`src/rtl/exc_redirect_pkg.sv`:
```
// Shared constants and FSM encoding for the exception-redirect block.
package exc_redirect_pkg;
  localparam logic [31:0] EXC_VECTOR_DEF = 32'hBFC0_0380;

  typedef enum logic [1:0] {
    S_IDLE     = 2'd0,
    S_FLUSH    = 2'd1,
    S_DRAIN    = 2'd2,
    S_REDIRECT = 2'd3
  } state_t;
endpackage

```
`src/rtl/exc_redirect_fetch_txn_counter.sv`:
```
// Tracks in-flight fetch transactions and how many stale responses must still be dropped.
module fetch_txn_counter #(
  parameter int MAX_OUTSTANDING = 2,
  localparam int CW = $clog2(MAX_OUTSTANDING + 1)
) (
  input  logic clk,
  input  logic resetn,
  input  logic addr_ok,
  input  logic data_ok,
  input  logic snapshot,
  output logic discard,
  output logic cnt_zero
);
  logic [CW-1:0] r_outstanding;
  logic [CW-1:0] r_discard_cnt;
  logic [CW-1:0] w_out_next;
  logic [CW-1:0] w_disc_left;
  logic          w_dec;

  assign discard     = data_ok & (r_discard_cnt != '0);
  assign w_dec       = data_ok & (r_discard_cnt == '0);
  assign w_disc_left = r_discard_cnt - CW'(discard);
  assign w_out_next  = r_outstanding + CW'(addr_ok) - CW'(w_dec);
  // Reports the count as it will be after this cycle's discard, so the FSM can leave DRAIN on time.
  assign cnt_zero    = (w_disc_left == '0);

  always_ff @(posedge clk) begin
    if (!resetn) begin
      r_outstanding <= '0;
      r_discard_cnt <= '0;
    end else if (snapshot) begin
      // Everything still in flight becomes stale; stack it on top of any pending discards.
      r_outstanding <= '0;
      r_discard_cnt <= w_out_next + w_disc_left;
    end else begin
      r_outstanding <= w_out_next;
      r_discard_cnt <= w_disc_left;
    end
  end
endmodule

```
`src/rtl/exc_redirect.sv`:
```
// Converts committed exceptions/erets into a flush pulse and a held fetch redirect, dropping stale fetches.
module exc_redirect
  import exc_redirect_pkg::*;
#(
  parameter logic [31:0] EXC_VECTOR      = EXC_VECTOR_DEF,
  parameter int          MAX_OUTSTANDING = 2
) (
  input  logic        clk,
  input  logic        resetn,
  input  logic        exc_oc,
  input  logic        ec_eret,
  input  logic [31:0] cp0_epc,
  input  logic        inst_req,
  input  logic        inst_addr_ok,
  input  logic        inst_data_ok,
  input  logic        redirect_ack,
  output logic        flush,
  output logic        redirect_valid,
  output logic [31:0] redirect_pc,
  output logic        inst_discard,
  output logic        if_hold
);
  state_t      r_state;
  logic        r_flush;
  logic        r_redirect_valid;
  logic        r_if_hold;
  logic [31:0] r_redirect_pc;

  logic        w_ev;
  logic [31:0] w_target;
  logic        w_accept;
  logic        w_cnt_zero;

  assign w_ev     = exc_oc | ec_eret;
  assign w_target = exc_oc ? EXC_VECTOR : cp0_epc;
  // Requests issued while IF is held violate the protocol and are not counted.
  assign w_accept = inst_req & inst_addr_ok & ~r_if_hold;

  fetch_txn_counter #(
    .MAX_OUTSTANDING(MAX_OUTSTANDING)
  ) u_cnt (
    .clk      (clk),
    .resetn   (resetn),
    .addr_ok  (w_accept),
    .data_ok  (inst_data_ok),
    .snapshot (w_ev),
    .discard  (inst_discard),
    .cnt_zero (w_cnt_zero)
  );

  always_ff @(posedge clk) begin
    if (!resetn) begin
      r_state          <= S_IDLE;
      r_flush          <= 1'b0;
      r_redirect_valid <= 1'b0;
      r_if_hold        <= 1'b0;
      r_redirect_pc    <= EXC_VECTOR;
    end else if (w_ev) begin
      r_state          <= S_FLUSH;
      r_flush          <= 1'b1;
      r_redirect_valid <= 1'b0;
      r_if_hold        <= 1'b1;
      r_redirect_pc    <= w_target;
    end else begin
      r_flush <= 1'b0;
      case (r_state)
        S_FLUSH, S_DRAIN: begin
          if (w_cnt_zero) begin
            r_state          <= S_REDIRECT;
            r_redirect_valid <= 1'b1;
            r_if_hold        <= 1'b0;
          end else begin
            r_state          <= S_DRAIN;
            r_redirect_valid <= 1'b0;
            r_if_hold        <= 1'b1;
          end
        end
        S_REDIRECT: begin
          if (redirect_ack) begin
            r_state          <= S_IDLE;
            r_redirect_valid <= 1'b0;
          end
        end
        default: begin
          r_state          <= S_IDLE;
          r_redirect_valid <= 1'b0;
          r_if_hold        <= 1'b0;
        end
      endcase
    end
  end

  assign flush          = r_flush;
  assign redirect_valid = r_redirect_valid;
  assign redirect_pc    = r_redirect_pc;
  assign if_hold        = r_if_hold;
endmodule

```
`config.mk`:
```
export PLATFORM = sky130hd
export DESIGN_NAME = exc_redirect
export DESIGN_NICKNAME = d
export VERILOG_FILES = /design/src/rtl/exc_redirect_pkg.sv /design/src/rtl/exc_redirect_fetch_txn_counter.sv /design/src/rtl/exc_redirect.sv
export SDC_FILE = /design/constraint.sdc
export NUM_CORES = 1
export LEC_CHECK = 0
export ABC_AREA = 0
export CELL_PAD_IN_SITES_DETAIL_PLACEMENT = 0
export CELL_PAD_IN_SITES_GLOBAL_PLACEMENT = 1
export CORE_MARGIN = 2
export CORE_UTILIZATION = 26
export CTS_CLUSTER_DIAMETER = 30
export DETAILED_ROUTE_END_ITERATION = 7
export GPL_TIMING_DRIVEN = 0
export PLACE_DENSITY_LB_ADDON = 0.1
export SKIP_CTS_REPAIR_TIMING = 1
export SLEW_MARGIN = 10
export SYNTH_ARGS = -nofsm -noshare
export SYNTH_HDL_FRONTEND = slang
export SYNTH_SLANG_ARGS = --single-unit
```
`constraint.sdc`:
```
create_clock -name clk -period 2.1 [get_ports clk]
set_input_delay 0.42 -clock clk [delete_from_list [all_inputs] [get_ports clk]]
set_output_delay 0.42 -clock clk [all_outputs]
set_load 0.005 [all_outputs]
```
=== After elaboration in Yosys (flattened, before gate mapping) ===
Cells that the tools add are included.

* Input port bits: 40
* Logic and storage cells: 43
* Register bits: 41
* Output and inout bits: 36

* Bitwise gates (word level): 7
* $add $sub $neg: 4
* Eq/ne operators: 6
* Reduce and logical (&&, ||, !) cells: 5
* Multiplexer cells: 13

{| class="wikitable"
|+ Operators by type and width
! operator !! count
|-
| $mux 32 || 1
|-
| $mux 1 || 7
|-
| $and 1x1->1 || 4
|-
| $eq 2x2->1 const B || 2
|-
| $logic_not 2->1 || 2
|-
| $mux 2 || 2
|-
| $pmux 1 s2 || 2
|-
| $pmux 2 s2 || 1
|-
| $reduce_or 2->1 || 2
|-
| $sub 2x1->2 || 2
|-
| $ne 3x2->1 const B || 1
|-
| $add 2x1->2 || 1
|-
| $add 2x2->2 || 1
|-
| $eq 2x1->1 const B || 1
|-
| $ne 2x1->1 const B || 1
|-
| $ne 2x2->1 const B || 1
|-
| $not 1->1 || 2
|-
| $reduce_bool 2->1 || 1
|-
| $or 1x1->1 || 1
|}

=== Depth between registers and ports, before layout ===
* Depth after elaboration: 7
* Gate-level depth with buffers: 8
* Depth with buffers taken out: 8

=== Modules after synthesis ===
A second synthesis with hierarchy kept.

* Cells, all modules: 159
* Area total of the unflattened synthesis: 1751.7 um2

{| class="wikitable"
|+ Modules (own cells, without submodules)
! module !! area each (um2) !! instances !! sequential area each (um2) !! cells an instance
|-
| exc_redirect || 1483.9 || 1 || 740.7 || 131
|-
| fetch_txn_counter || 267.8 || 1 || 80.1 || 28
|}

=== Worst setup path after synthesis ===
Ideal clock, no wire load.

* Kind: input-to-reg
* From: input port inst_data_ok
* To: register u_cnt.r_discard_cnt[1]
* Required time: 1985 ps
* Library setup time: 115 ps
* Path buffers: 0
* Arrival: 1923 ps
* Stages on the path: 8
* Path slack: 61 ps
* Path through: nor3b_1 ha_1 inv_1 ha_1 ha_1 xor2_1 or3_1 and3_1

* Cells in the longest elaborated chain, start to end: 4
* Elaborated cells between the ends (all ways): 6
* Those cells by class: add/sub: 3; mux: 1; bitwise: 2

{| class="wikitable"
|+ RTL lines
! item !! line !! RTL
|-
| from (decl) || exc_redirect.sv:15 || <nowiki>input logic inst_data_ok,</nowiki>
|-
| $and 1x1->1 || exc_redirect_fetch_txn_counter.sv:21 || <nowiki>assign w_dec = data_ok & (r_discard_cnt == '0);</nowiki>
|-
| $sub 2x1->2 || exc_redirect_fetch_txn_counter.sv:23 || <nowiki>assign w_out_next = r_outstanding + CW'(addr_ok) - CW'(w_dec);</nowiki>
|-
| via u_cnt.w_out_next[0] || exc_redirect_fetch_txn_counter.sv:16 || <nowiki>logic [CW-1:0] w_out_next;</nowiki>
|-
| $add 2x2->2 || exc_redirect_fetch_txn_counter.sv:34 || <nowiki>r_discard_cnt <= w_out_next + w_disc_left;</nowiki>
|-
| $mux 2 || exc_redirect_fetch_txn_counter.sv:31 || <nowiki>end else if (snapshot) begin</nowiki>
|-
| to (signal assigned) || exc_redirect_fetch_txn_counter.sv:34 ||
|-
| to (signal assigned) || exc_redirect_fetch_txn_counter.sv:37 || <nowiki>r_discard_cnt <= w_disc_left;</nowiki>
|-
| to (decl) || exc_redirect_fetch_txn_counter.sv:15 || <nowiki>logic [CW-1:0] r_discard_cnt;</nowiki>
|}

The timed path passes the listed nets, and every way through them passes these cells.
A chain may end at the register's enable or synchronous reset.

=== Worst setup path after layout ===
* From: register u_cnt.r_discard_cnt[0]
* To: register u_cnt.r_discard_cnt[1]

* Cells in the longest elaborated chain, start to end: 5
* Elaborated cells between the ends (all ways): 8
* Those cells by class: add/sub: 3; mux: 1; bitwise: 2; reduce/logical: 2

{| class="wikitable"
|+ RTL lines
! item !! line
|-
| $logic_not 2->1 / $reduce_bool 2->1 (equally long branches) || exc_redirect_fetch_txn_counter.sv:21, exc_redirect_fetch_txn_counter.sv:20
|-
| $and 1x1->1, on equally long branches || exc_redirect_fetch_txn_counter.sv:21, exc_redirect_fetch_txn_counter.sv:20
|-
| $sub 2x1->2, on equally long branches || exc_redirect_fetch_txn_counter.sv:23, exc_redirect_fetch_txn_counter.sv:22
|-
| $add 2x2->2 || exc_redirect_fetch_txn_counter.sv:34
|-
| $mux 2 * || exc_redirect_fetch_txn_counter.sv:31
|}

Mark *: on every way between the ends. The rest lies on a longest branch, timed or not.

==> run_results.csv <==
group,metric,value,unit
setup_path,path_cells,"nor3b_4, ha_1, inv_2, ha_4, xnor3_2, xor2_2, or3_1, and3_1",
synth,yosys_warnings,0,
setup_path,slowest_delay,360,ps
power,internal-power,1.42,mW
power,ir_drop,0.297,mV
synth,synth_fp_nets,197,
setup_path,reg2reg_to,"u_cnt.r_discard_cnt[1]",
detailed_routing,route.vias.total,1352,
detailed_routing,routedWlPerCell,12.4,µm
setup_path,reg2reg_slack,10,ps
power,power_density,738,nW/µm²
layout,utilization,44.1,%
timing,tightest_slew,430,ps
detailed_routing,drc,0,
synth,synth_simple_gate_area_share,14.8,%
detailed_routing,drtAntennaViolNets,0,
timing,drv_slew,0,
clock_network,cts_made_buffers,5,
clock_network,cts_buffer_depth,2,
layout,layout_common_cells,"clkdlybuf4s50_1 (71), dfxtp_1 (38), mux2i_1 (33)",
timing,hold_viol,0,
die,die_h,81.9,µm
setup_path,worst_r2r_path_depth,8,
die,core_region_area,5890,µm²
placement,hpwlAfterDp,2980,µm
placement,dpl-instance-area,2410,µm²
layout,area_growth,64.7,%
timing,rsz0062_at_grt,"yes",
min_path,min_to,"redirect_valid",
grt,grt_pass1_vias,1359,
synth,synth-xor-area-share,2.54,%
power,switching_share,25.7,%
timing,clock_skew,1.73,ps
timing,maxSlewHeadroom,71.4,%
setup_path,r2r_start,"u_cnt.r_discard_cnt[0]",
layout,n_antenna_cell,0,
min_path,hold_path_class,"reg -> reg",
placement,gp_congestion,0.760,
placement,port_buffers,74,
synth,syn_inst,152,
min_path,hold_start,"redirect_valid",
detailed_routing,drt-total-wl,3870,µm
setup_path,cp.required,2280,ps
min_path,min_path_cells,2,
power,switchingPower,0.493,mW
die,die_area,6700,µm²
setup_path,worst-path-max-fanout,2,
clock_network,numClockSinks,41,
clock_network,cts_root_buf,"clkbuf_8",
layout,layout.cells.most_common,"clkdlybuf4s50_1",
setup_path,slowest_stage,"or3_1",
grt,grt_max_degree,13,
die,rows,28,
synth,syn_area,1580,µm²
placement,dp_cells,301,
layout,final_cells,312,
power,power_frac_clock,29.0,%
power,combinationalPowerShare,25.9,%
clock_network,clk_latency,280,ps
die,die_x,81.9,µm
synth,avgSynthCellArea,10.4,µm²
setup_path,worst-setup-path-type,"reg -> reg",
detailed_routing,drt-initial-drc-count,57,
timing,finalCritPeriodShare,99.5,%
synth,ys_seq_elements,41,
synth,synth_fa_ha_area_share,3.97,%
timing,fin_crit,2090,ps
layout,design_area,2600,µm²
synth,synthDistinctLibCells,24,
detailed_routing,viasPerCell,4.33,
layout,fillers,568,
setup_path,crit_path_end_kind,"flip-flop",
synth,muxShareOfSynthArea,21.0,%
setup_path,startpoint_type,"flip-flop",
flow_run,max_cap_viol_count,0,
power,p_leak,1.10,nW
clock_network,path_clk_slew,70,ps
synth,synth_top_family_by_area,"multiplexers",
detailed_routing,drt_first_pass_iters,4,
timing,setup_viol,0,
setup_path,cp.arrival,2270,ps
synth,ys_seq_area_share,52.1,%
clock_network,ctsHtreeMaxLevel,2,
clock_network,cts_tree,"yes",
layout,drive_gt1_share,10.1,%
status,status,"complete, no violations",
power,power_frac_seq,45.0,%
grt,grt_pass1_wl,6110,µm
grt,gr-usage-all-layers,12.0,%
die,pin_count,76,
grt,antenna_found_initial,0,
synth,synth-compound-area-share,3.02,%
grt,grt-ovfl-total,0,
timing,clock.fmax,479,MHz
timing,holdWs,471,ps
layout,final_nets,281,
die,start_util,26.8,%
## layer usage
layer | wire length, µm | track usage (%) | up-vias
li1 | - | - | 670
met1 | 1560 | 13.6 | 632
met2 | 1940 | 19.8 | 45
met3 | 317 | 4.51 | 5
met4 | 52 | 5.50 | 0
met5 | 0 | 0 | -
## state kept, by name, summed over array words and instances (netlist names)
register and flops:
redirect_valid 1, u_cnt.r_outstanding 2, if_hold 1, u_cnt.r_discard_cnt 2, r_state 2, flush 1, redirect_pc 32
## cell usage after synthesis
master,instances,area (µm²)
xnor2_1,1,8.76
buf_2,3,15.0
ha_1,5,62.6
or2_2,1,6.26
nor2b_1,2,12.5
nor3b_1,1,7.51
nand4b_1,1,8.76
a21oi_1,3,15.0
nand2_1,16,60.1
and2_1,2,12.5
or3_1,1,6.26
dfxtp_1,41,821
nor2_1,23,86.3
nand2b_1,1,6.26
clkbuf_1,4,15.0
inv_1,3,11.3
xnor3_1,1,22.5
nand3b_1,2,15.0
a21boi_0,2,15.0
mux2i_1,33,330
o21ai_0,2,10.0
and3_1,2,12.5
xor2_1,1,8.76
o21a_1,1,7.51
## critical path, delay by kind of cell (launching register included)
| kind | cells | cell delay [ps] |
|---|---|---|
| buffers and inverters | 1 | 70 |
| XOR/XNOR | 2 | 470 |
| adder cells (fa/ha/maj) | 2 | 370 |
| AND/OR/NAND/NOR | 3 | 720 |
| flip-flops | 1 | 350 |
## cell families (layout without fill, tap and decap cells)
kind of cell	after synthesis	count (layout)
DFF	41	41
and+or+nand+nor	52	52
muxes	33	33
buffers and inverters	10	95
adders and majority gates	5	5
AOI/OAI and AO/OA	8	8
xor gates and xnor gates	3	3
## how the worst max path moves through the flow
stage,from,depth (start not counted),endpoint,slack [ps]
2_1_floorplan,inst_data_ok,8,u_cnt.r_discard_cnt[1],60
3_3_place_gp,inst_data_ok,9,u_cnt.r_discard_cnt[1],-480
3_5_place_dp,inst_data_ok,9,u_cnt.r_discard_cnt[1],-540
4_1_cts,inst_data_ok,9,u_cnt.r_discard_cnt[1],-230
5_1_grt,if_hold,8,u_cnt.r_discard_cnt[1],-40
6_report,u_cnt.r_discard_cnt[0],8,u_cnt.r_discard_cnt[1],10
## metrics by stage
step | total power [mW] | setup slack, ps | setup TNS, ps
after floorplan | 1.10 | 61.2 | 0
after detailed placement | 1.28 | -542 | -808
after CTS | 1.86 | -234 | -234
after global placement | 1.27 | -476 | -711
after global routing | 2.03 | -43.6 | -43.6
final | 1.92 | 10.4 | 0
## cell type report
class | instances | area, µm² | area share, %
Buffer | 7 | 30.0 | 1.16
Clock inverter | 1 | 5.00 | 0.193
Sequential cell | 41 | 830 | 32.0
Tap cell | 75 | 93.8 | 3.61
Inverter | 3 | 11.3 | 0.434
Timing Repair Buffer | 77 | 771 | 29.7
Multi-Input combinational cell | 101 | 759 | 29.3
Clock buffer | 7 | 96.3 | 3.71
## power by group through the flow
stage / clock network [mW] / registers, mW / logic [mW]
finish: 0.557 / 0.863 / 0.497
global route: 0.619 / 0.869 / 0.546
CTS: 0.588 / 0.851 / 0.419
detailed placement: 0 / 0.868 / 0.416
global placement: 0 / 0.865 / 0.409
floorplan: 0 / 0.866 / 0.231
Note: power is estimated with default switching activity, not from simulation.
